## src/rtl/uart_pkg.sv

```systemverilog
// uart_pkg: shared state encoding, UART timing helpers and default widths (no macros)
package uart_pkg;

    typedef enum logic [1:0] {IDLE, STROBE, WAIT} state_t;

    localparam int default_width      = 8;
    localparam int default_addr_width = 8;

    function automatic int ticks_per_bit(input int clock_freq, input int baud_rate);
        return clock_freq / baud_rate;
    endfunction

    // one start bit, width data bits, one stop bit
    function automatic int frame_ticks(input int width, input int tpb);
        return (width + 2) * tpb;
    endfunction

endpackage

```

## src/rtl/sync_fifo.sv

```systemverilog
// sync_fifo: synchronous FIFO with occupancy count; pushes when full and pops when empty are ignored
module sync_fifo #(
    parameter int width = 8,
    parameter int depth = 4
) (
    input  logic                     clock,
    input  logic                     reset,
    input  logic                     push,
    input  logic                     pop,
    input  logic [width-1:0]         wdata,
    output logic [width-1:0]         rdata,
    output logic [$clog2(depth):0]   count,
    output logic                     full,
    output logic                     empty
);

    localparam int aw = $clog2(depth);

    logic [width-1:0] mem [depth];
    logic [aw-1:0]    wr_ptr;
    logic [aw-1:0]    rd_ptr;
    logic             do_push;
    logic             do_pop;

    assign full    = count == (aw+1)'(depth);
    assign empty   = count == '0;
    assign do_push = push && !full;
    assign do_pop  = pop && !empty;
    assign rdata   = mem[rd_ptr];

    // storage is not reset; only the pointers and count define validity
    always_ff @(posedge clock) begin
        if (do_push) mem[wr_ptr] <= wdata;
    end

    // pointers wrap naturally modulo depth; count separates full from empty
    always_ff @(posedge clock) begin
        if (reset) begin
            wr_ptr <= '0;
            rd_ptr <= '0;
            count  <= '0;
        end else begin
            if (do_push) wr_ptr <= wr_ptr + 1'b1;
            if (do_pop)  rd_ptr <= rd_ptr + 1'b1;
            count <= count + (aw+1)'(do_push) - (aw+1)'(do_pop);
        end
    end

endmodule

```

## src/rtl/uart_tx_feeder.sv

```systemverilog
// uart_tx_feeder: paces buffered bytes into buff_uart transmit strobes; optional stats via UART_TX_FEEDER_STATS_EN
module uart_tx_feeder
    import uart_pkg::*;
#(
    parameter int width       = default_width,
    parameter int addr_width  = default_addr_width,
    parameter int tx_address  = 4,
    parameter int clock_freq  = 50_000_000,
    parameter int baud_rate   = 115200,
    parameter int depth       = 4,
    parameter int guard_ticks = 2
) (
    input  logic                     clock,
    input  logic                     reset,
    input  logic [width-1:0]         in_data,
    input  logic                     in_valid,
    output logic                     in_ready,
    output logic [addr_width-1:0]    bus_address,
    output logic                     bus_read_enable,
    output logic                     bus_write_enable,
    output logic [width-1:0]         bus_data,
    output logic                     busy,
`ifdef UART_TX_FEEDER_STATS_EN
    output logic [15:0]              tx_count,
    output logic [15:0]              drop_count,
`endif
    output logic [$clog2(depth):0]   fifo_count
);

    localparam int tpb = ticks_per_bit(clock_freq, baud_rate);
    localparam int gap = frame_ticks(width, tpb) + guard_ticks;
    localparam int cw  = $clog2(gap + 1);

    state_t           state;
    state_t           next_state;
    logic [cw-1:0]    gap_cnt;
    logic [width-1:0] head;
    logic             full;
    logic             empty;
    logic             push;
    logic             pop;
    logic             strobe_next;

    assign in_ready         = !full && !reset;
    assign push             = in_valid && in_ready;
    assign pop              = state == STROBE;
    assign busy             = !empty || state != IDLE;
    assign bus_write_enable = 1'b0;
    assign strobe_next      = next_state == STROBE;

    sync_fifo #(.width(width), .depth(depth)) u_fifo (
        .clock (clock),
        .reset (reset),
        .push  (push),
        .pop   (pop),
        .wdata (in_data),
        .rdata (head),
        .count (fifo_count),
        .full  (full),
        .empty (empty)
    );

    // a pending byte at the end of the gap goes straight to STROBE so strobes are gap+1 cycles apart
    always_comb begin
        next_state = state;
        next_state = (state == IDLE)   ? (empty ? IDLE : STROBE) :
                     (state == STROBE) ? WAIT :
                     (gap_cnt != '0)   ? WAIT :
                     (empty ? IDLE : STROBE);
    end

    // state, gap counter and registered bus strobe
    always_ff @(posedge clock) begin
        if (reset) begin
            state           <= IDLE;
            gap_cnt         <= '0;
            bus_read_enable <= 1'b0;
            bus_address     <= '0;
            bus_data        <= '0;
        end else begin
            state           <= next_state;
            gap_cnt         <= (state == STROBE) ? cw'(gap - 1) : (gap_cnt != '0) ? gap_cnt - 1'b1 : gap_cnt;
            bus_read_enable <= strobe_next;
            bus_address     <= strobe_next ? addr_width'(tx_address) : '0;
            bus_data        <= strobe_next ? head : '0;
        end
    end

`ifdef UART_TX_FEEDER_STATS_EN
    // saturating counts of issued strobes and refused input cycles
    always_ff @(posedge clock) begin
        if (reset) begin
            tx_count   <= '0;
            drop_count <= '0;
        end else begin
            if (pop && tx_count != 16'hFFFF) tx_count <= tx_count + 1'b1;
            if (in_valid && !in_ready && drop_count != 16'hFFFF) drop_count <= drop_count + 1'b1;
        end
    end
`endif

endmodule
```

## config.mk

```make
export PLATFORM = sky130hd
export DESIGN_NAME = uart_tx_feeder
export DESIGN_NICKNAME = d
export VERILOG_FILES = /design/src/rtl/uart_pkg.sv /design/src/rtl/sync_fifo.sv /design/src/rtl/uart_tx_feeder.sv
export SDC_FILE = /design/constraint.sdc
export NUM_CORES = 1
export LEC_CHECK = 0
export CAP_MARGIN = 20
export CORE_MARGIN = 5
export CORE_UTILIZATION = 49
export DETAILED_ROUTE_END_ITERATION = 16
export PLACE_DENSITY = 0.81
export RECOVER_POWER = 100
export SLEW_MARGIN = 20
export SYNTH_ARGS = -nofsm -noshare
export SYNTH_HDL_FRONTEND = slang
export SYNTH_HIERARCHICAL = 1
export SYNTH_SLANG_ARGS = --single-unit
export TNS_END_PERCENT = 1
```

## constraint.sdc

```tcl
create_clock -name clock -period 2.85 [get_ports clock]
set_clock_uncertainty 0.15 [all_clocks]
set_input_delay 0.855 -clock clock [delete_from_list [all_inputs] [get_ports clock]]
set_output_delay 0.855 -clock clock [all_outputs]
set_load 0.01 [all_outputs]
```

======== Word level (Yosys, flattened, before mapping) ========
Memory sizes are Yosys's and may differ from the RTL's. A register that Yosys moved wholly into a read port is not among the register bits.
Index checks and enable logic that the tools add are counted.
storage, ports and cells
  input port bits ......................... 11
  memories ................................ 1
  logic and storage cells ................. 42
  output and inout bits ................... 23
  RAM bits ................................ 32
  register bits ........................... 31
memories
  memory      depth  bits a word  read ports  clocked after Yosys merged registers in  wr ports  RTL line         text
  u_fifo.mem  4      8            1           1                                        1         sync_fifo.sv:19  logic [width-1:0] mem [depth];
operators by class
  $add $sub $neg .......................... 5
  reductions and logical operators ........ 15
  equality and inequality tests ........... 3
  muxes and demuxes ....................... 9
  bitwise operators ....................... 1
operators by type and width
  kind                                                 count
  2-to-1 mux 13 bit                                    2
  nonzero test 13 bit                                  1
  subtractor 13 x 1 -> 13 bit, second input constant   1
  2-to-1 mux 2 bit                                     3
  adder 2 x 1 -> 2 bit, second input constant          2
  equality test 2 x 1 -> 1 bit, second input constant  2
  logical AND 1 bit                                    4
  nonzero test 2 bit                                   2
  OR reduction 2 bit                                   2
  adder 3 x 1 -> 3 bit                                 1
  equality test 3 bit, second input constant           1
  zero test 1 bit                                      3
  zero test 3 bit                                      1
  2-to-1 mux 1 bit                                     3
  2-to-1 mux 3 bit                                     1
  subtractor 3 x 1 -> 3 bit                            1
  zero test 2 bit                                      1
  logical OR 1 bit                                     1
  NOT 1 bit                                            1

======== Longest topological paths before layout ========
  depth after elaboration ................. 8
  depth in mapped cells ................... 13
  mapped depth without buffers ............ 13

======== Cells and area by module ========
Netlist, hierarchy kept.
by module, submodules not included
  module          area each (um^2)  times used  seq. area each (um^2)  cells each
  sync_fifo       1,634.1           1           1,141.1                93
  uart_tx_feeder  1,104.8           1           480.5                  116

======== Least setup slack after synthesis ========
Ideal clock, no wire load.
  path kind ............................... input-to-reg
  start ................................... input reset
  end ..................................... register u_fifo.count[2]
  library setup time ...................... 0.125 ns
  stages .................................. 13
  setup slack ............................. -0.283 ns
  arrival ................................. 2.858 ns
  path buffers ............................ 1
  required time ........................... 2.575 ns
  cell sequence ........................... clkbuf_1 nor2_1 and2_1 inv_1 nor2_2 inv_1 ha_1 inv_1 ha_1 fa_1 xnor2_1 xnor2_1 nor2_1
between the ends
  cells in the longest elaborated chain, start to end .. 6
RTL lines
  element                    RTL line              text
  from (decl)                uart_tx_feeder.sv:14  input logic reset,
  zero test 1 bit            uart_tx_feeder.sv:44  assign in_ready = !full && !reset;
  logical AND 1 bit          uart_tx_feeder.sv:44
  named net in_ready         uart_tx_feeder.sv:17  output logic in_ready,
  logical AND 1 bit          uart_tx_feeder.sv:45  assign push = in_valid && in_ready;
  named net push             uart_tx_feeder.sv:40  logic push;
  logical AND 1 bit          sync_fifo.sv:27       assign do_push = push && !full;
  adder 3 x 1 -> 3 bit       sync_fifo.sv:45       count <= count + (aw+1)'(do_push) - (aw+1)'(do_pop);
  subtractor 3 x 1 -> 3 bit  sync_fifo.sv:45
  to (signal assigned)       sync_fifo.sv:45
  to (decl)                  sync_fifo.sv:12       output logic [$clog2(depth):0] count,
The timed path passes the listed nets, and every way through them passes these cells.
A chain may end at the register's enable or synchronous reset.

======== Final worst setup path ========
  start ................................... input in_valid
  end ..................................... register u_fifo.count[2]
between the ends
  cells in the longest elaborated chain, start to end .. 4
RTL lines
  element                    RTL line              text
  from (decl)                uart_tx_feeder.sv:16  input logic in_valid,
  logical AND 1 bit          uart_tx_feeder.sv:45
  named net push             uart_tx_feeder.sv:40
  logical AND 1 bit          sync_fifo.sv:27
  adder 3 x 1 -> 3 bit       sync_fifo.sv:45
  subtractor 3 x 1 -> 3 bit  sync_fifo.sv:45
The timed path passes the listed nets, and every way through them passes these cells.

==> impl_metrics.ini <==
[final_layout]
areaGrowthSynthToFinish_pct = 18.8
fin_nets = 266
antenna_cells = 0
final_util_pct = 59.5
drive_above_1_share_pct = 15.5
multi_input_area_um2 = 1000
fillCellCount = 454
seq_area_um2 = 1620

[timing]
period_share_pct = 96.4
drv_slew = 0
worst_slew_pin_slew_ns = 0.902
relSlewSlack_pct = 39.1
hold_violations = 0
clock.fmax_ghz = 0.364
fin_crit_ns = 2.75
setup_viol = 0
rsz0062_at_grt = no

[global_routing]
grtUsageTotal_pct = 13.3
grt_pass1_wl_mm = 7.50
antenna_found_initial = 0
grt_max_degree = 19
overflow = 0
first_global_vias = 1552

[routing]
wl_met1_mm = 1.97
ant_nets = 0
wl_per_cell_um = 14.0
vias_per_cell = 5.15
routed.top_layer = met4
route.met2.wl_mm = 2.24
drc = 0
vias = 1662
drtIter0Drc = 90
met3_length_um = 264
drt_wl_total_mm = 4.53
dr.pass1.iters = 4

[synthesis]
synth_top_area_cell = edfxtp_1
synthFlopType = dfxtp_1
yosysMostFrequentCell = dfxtp_1
yosysTopAreaCellShare_pct = 35.1
syn_avg_cell_area_um2 = 13.1
synth_edf_count = 32
yosysSeqAreaShare_pct = 59.2
netlist_instances = 209
synth_warnings = 6
ys_top_cells_by_count = 33 x dfxtp_1, 32 x edfxtp_1, 13 x a21oi_1, 13 x and2_1, 12 x inv_1
synthTopCellsByArea = edfxtp_1 35%, dfxtp_1 24%, mux4_2 6.6%
ys_ff_latch = 65
synth_area_um2 = 2740
yosys.cell_types.count = 44
ys_async_sr_fraction_pct = 0

[cts]
clk_pin_slew_ns = 0.07
htree_levels = 3
cts_tree = yes
clock_latency_ns = 0.33
cts_buffers = 9
hold_buffers = 0
root_buffer = clkbuf_8
ctsResizeCount = 2
cts_buffer_depth = 2
postCtsSetupRepairBufs = 0
clock_sinks = 65

[floorplanning]
dieArea_um2 = 7190
coreArea_um2 = 5470
die_h_um = 84.8
start_util_pct = 50.0
rows = 27
io_pins = 34
die_w_um = 84.8

[critical_path]
critPathKind = input pin to flip-flop
crit_arrival_ns = 2.82
crit_path_end_kind = flip-flop
startpoint_type = input pin
path_max_fanout = 3
required_ns = 2.92

[power_and_ir_drop]
p_leak_nw = 1.21
power.total_mw = 3.27
ir_drop_v = 0.000568
power_density_nw_per_um2 = 1000

[run]
drv_cap = 0

[worst_hold_path]
hold_path_class = flip-flop to flip-flop

[run_status]
outcome = complete, no violations

[place]
io_buffers = 25
dp_hpwl_mm = 3.18
gp_congestion = 0.767
-- flip-flops by register name, indices dropped and copies added (netlist names), named ones only --
name	flops
state	2
u_fifo/wr_ptr	2
u_fifo/rd_ptr	2
gap_cnt	13
u_fifo/count	3
u_fifo/mem	32
bus_data	8
bus_address	1
-- worst max-delay path, cell delays in order --
cell and delay, ns:
clkdlybuf4s50_1 0.45, and2_0 0.13, inv_2 0.06, nor2_4 0.08
inv_1 0.05, ha_1 0.26, inv_1 0.04, ha_2 0.17
fa_2 0.37, xnor2_2 0.14, xnor2_1 0.17, nor2_1 0.05
-- placed cells by master (no fill, tap or decap), types with 2 or more instances in the layout --
master,n
and2_0,10
a31oi_1,4
ha_1,7
clkbuf_8,11
nand2_1,5
dlygate4sd3_1,21
conb_1,8
a21oi_1,13
a211oi_1,2
dfxtp_1,33
or4_1,2
nor2_4,2
nand2b_1,6
nor2b_1,2
nor2_1,9
edfxtp_1,32
clkbuf_1,6
o21ai_1,2
inv_1,11
buf_4,4
dlygate4sd2_1,2
or4b_1,2
clkdlybuf4s50_1,2
mux4_2,8
o21ai_0,7
xnor2_1,2
and2_1,3
or3_1,9
o31ai_1,2
-- stage by stage --
step / cells / setup slack (ns) / instance area, µm² / hold WS [ns] / setup TNS [ns]
after detailed placement: 307 / -0.377 / 3100 / 0.348 / -0.829
final: 323 / 0.102 / 3250 / 0.356 / 0
after floorplan: 216 / -0.0224 / 2810 / 0.309 / -0.0224
after global placement: 307 / -0.333 / 3100 / 0.327 / -0.768
after global routing: 323 / 0.0139 / 3250 / 0.382 / 0
after CTS: 323 / 0.0296 / 3290 / 0.356 / 0
-- worst paths after layout --
path	slack (ns)	depth (start not counted)	endpoint	startpoint
max	0.10	12	u_fifo/count[2]$_SDFF_PP0_	in_valid
min	0.36	2	gap_cnt[6]$_SDFFE_PP0P_	gap_cnt[6]$_SDFFE_PP0P_
max reg2reg	0.33	13	u_fifo/count[2]$_SDFF_PP0_	u_fifo/count[1]$_SDFF_PP0_
min reg2reg	0.36	2	gap_cnt[6]$_SDFFE_PP0P_	gap_cnt[6]$_SDFFE_PP0P_
-- report_power, final --
group / total (mW) / internal (mW) / leakage (nW) / switching, mW
combinational: 1.14 / 0.558 / 0.555 / 0.583
clock: 0.770 / 0.453 / 0.0969 / 0.317
sequential: 1.36 / 1.17 / 0.560 / 0.188
-- area by class of cell --
cell class                      count  share of cell area [%]
Clock buffer                       14                    5.00
Timing Repair Buffer               33                    9.11
Clock inverter                      2                    1.15
Inverter                           12                    1.38
Sequential cell                    65                    49.8
Tap cell                           72                    2.77
Multi-Input combinational cell    125                    30.8
-- cell families after synthesis --
group | count (synthesis) | share of synthesized area (%)
compound gates | 33 | 7.86
fa+ha+maj | 9 | 4.39
flops | 65 | 59.2
mux | 9 | 6.94
simple gates | 62 | 15.0
other cells | 1 | 0.137
buf+inv | 26 | 5.21
xor+xnor | 4 | 1.28
-- layer usage --
layer	track usage (%)	vias up
li1	-	822
met1	17.3	783
met2	20.9	51
met3	3.34	6
met4	6.47	0
met5	0	-
Power figures use the tool's default switching activity.
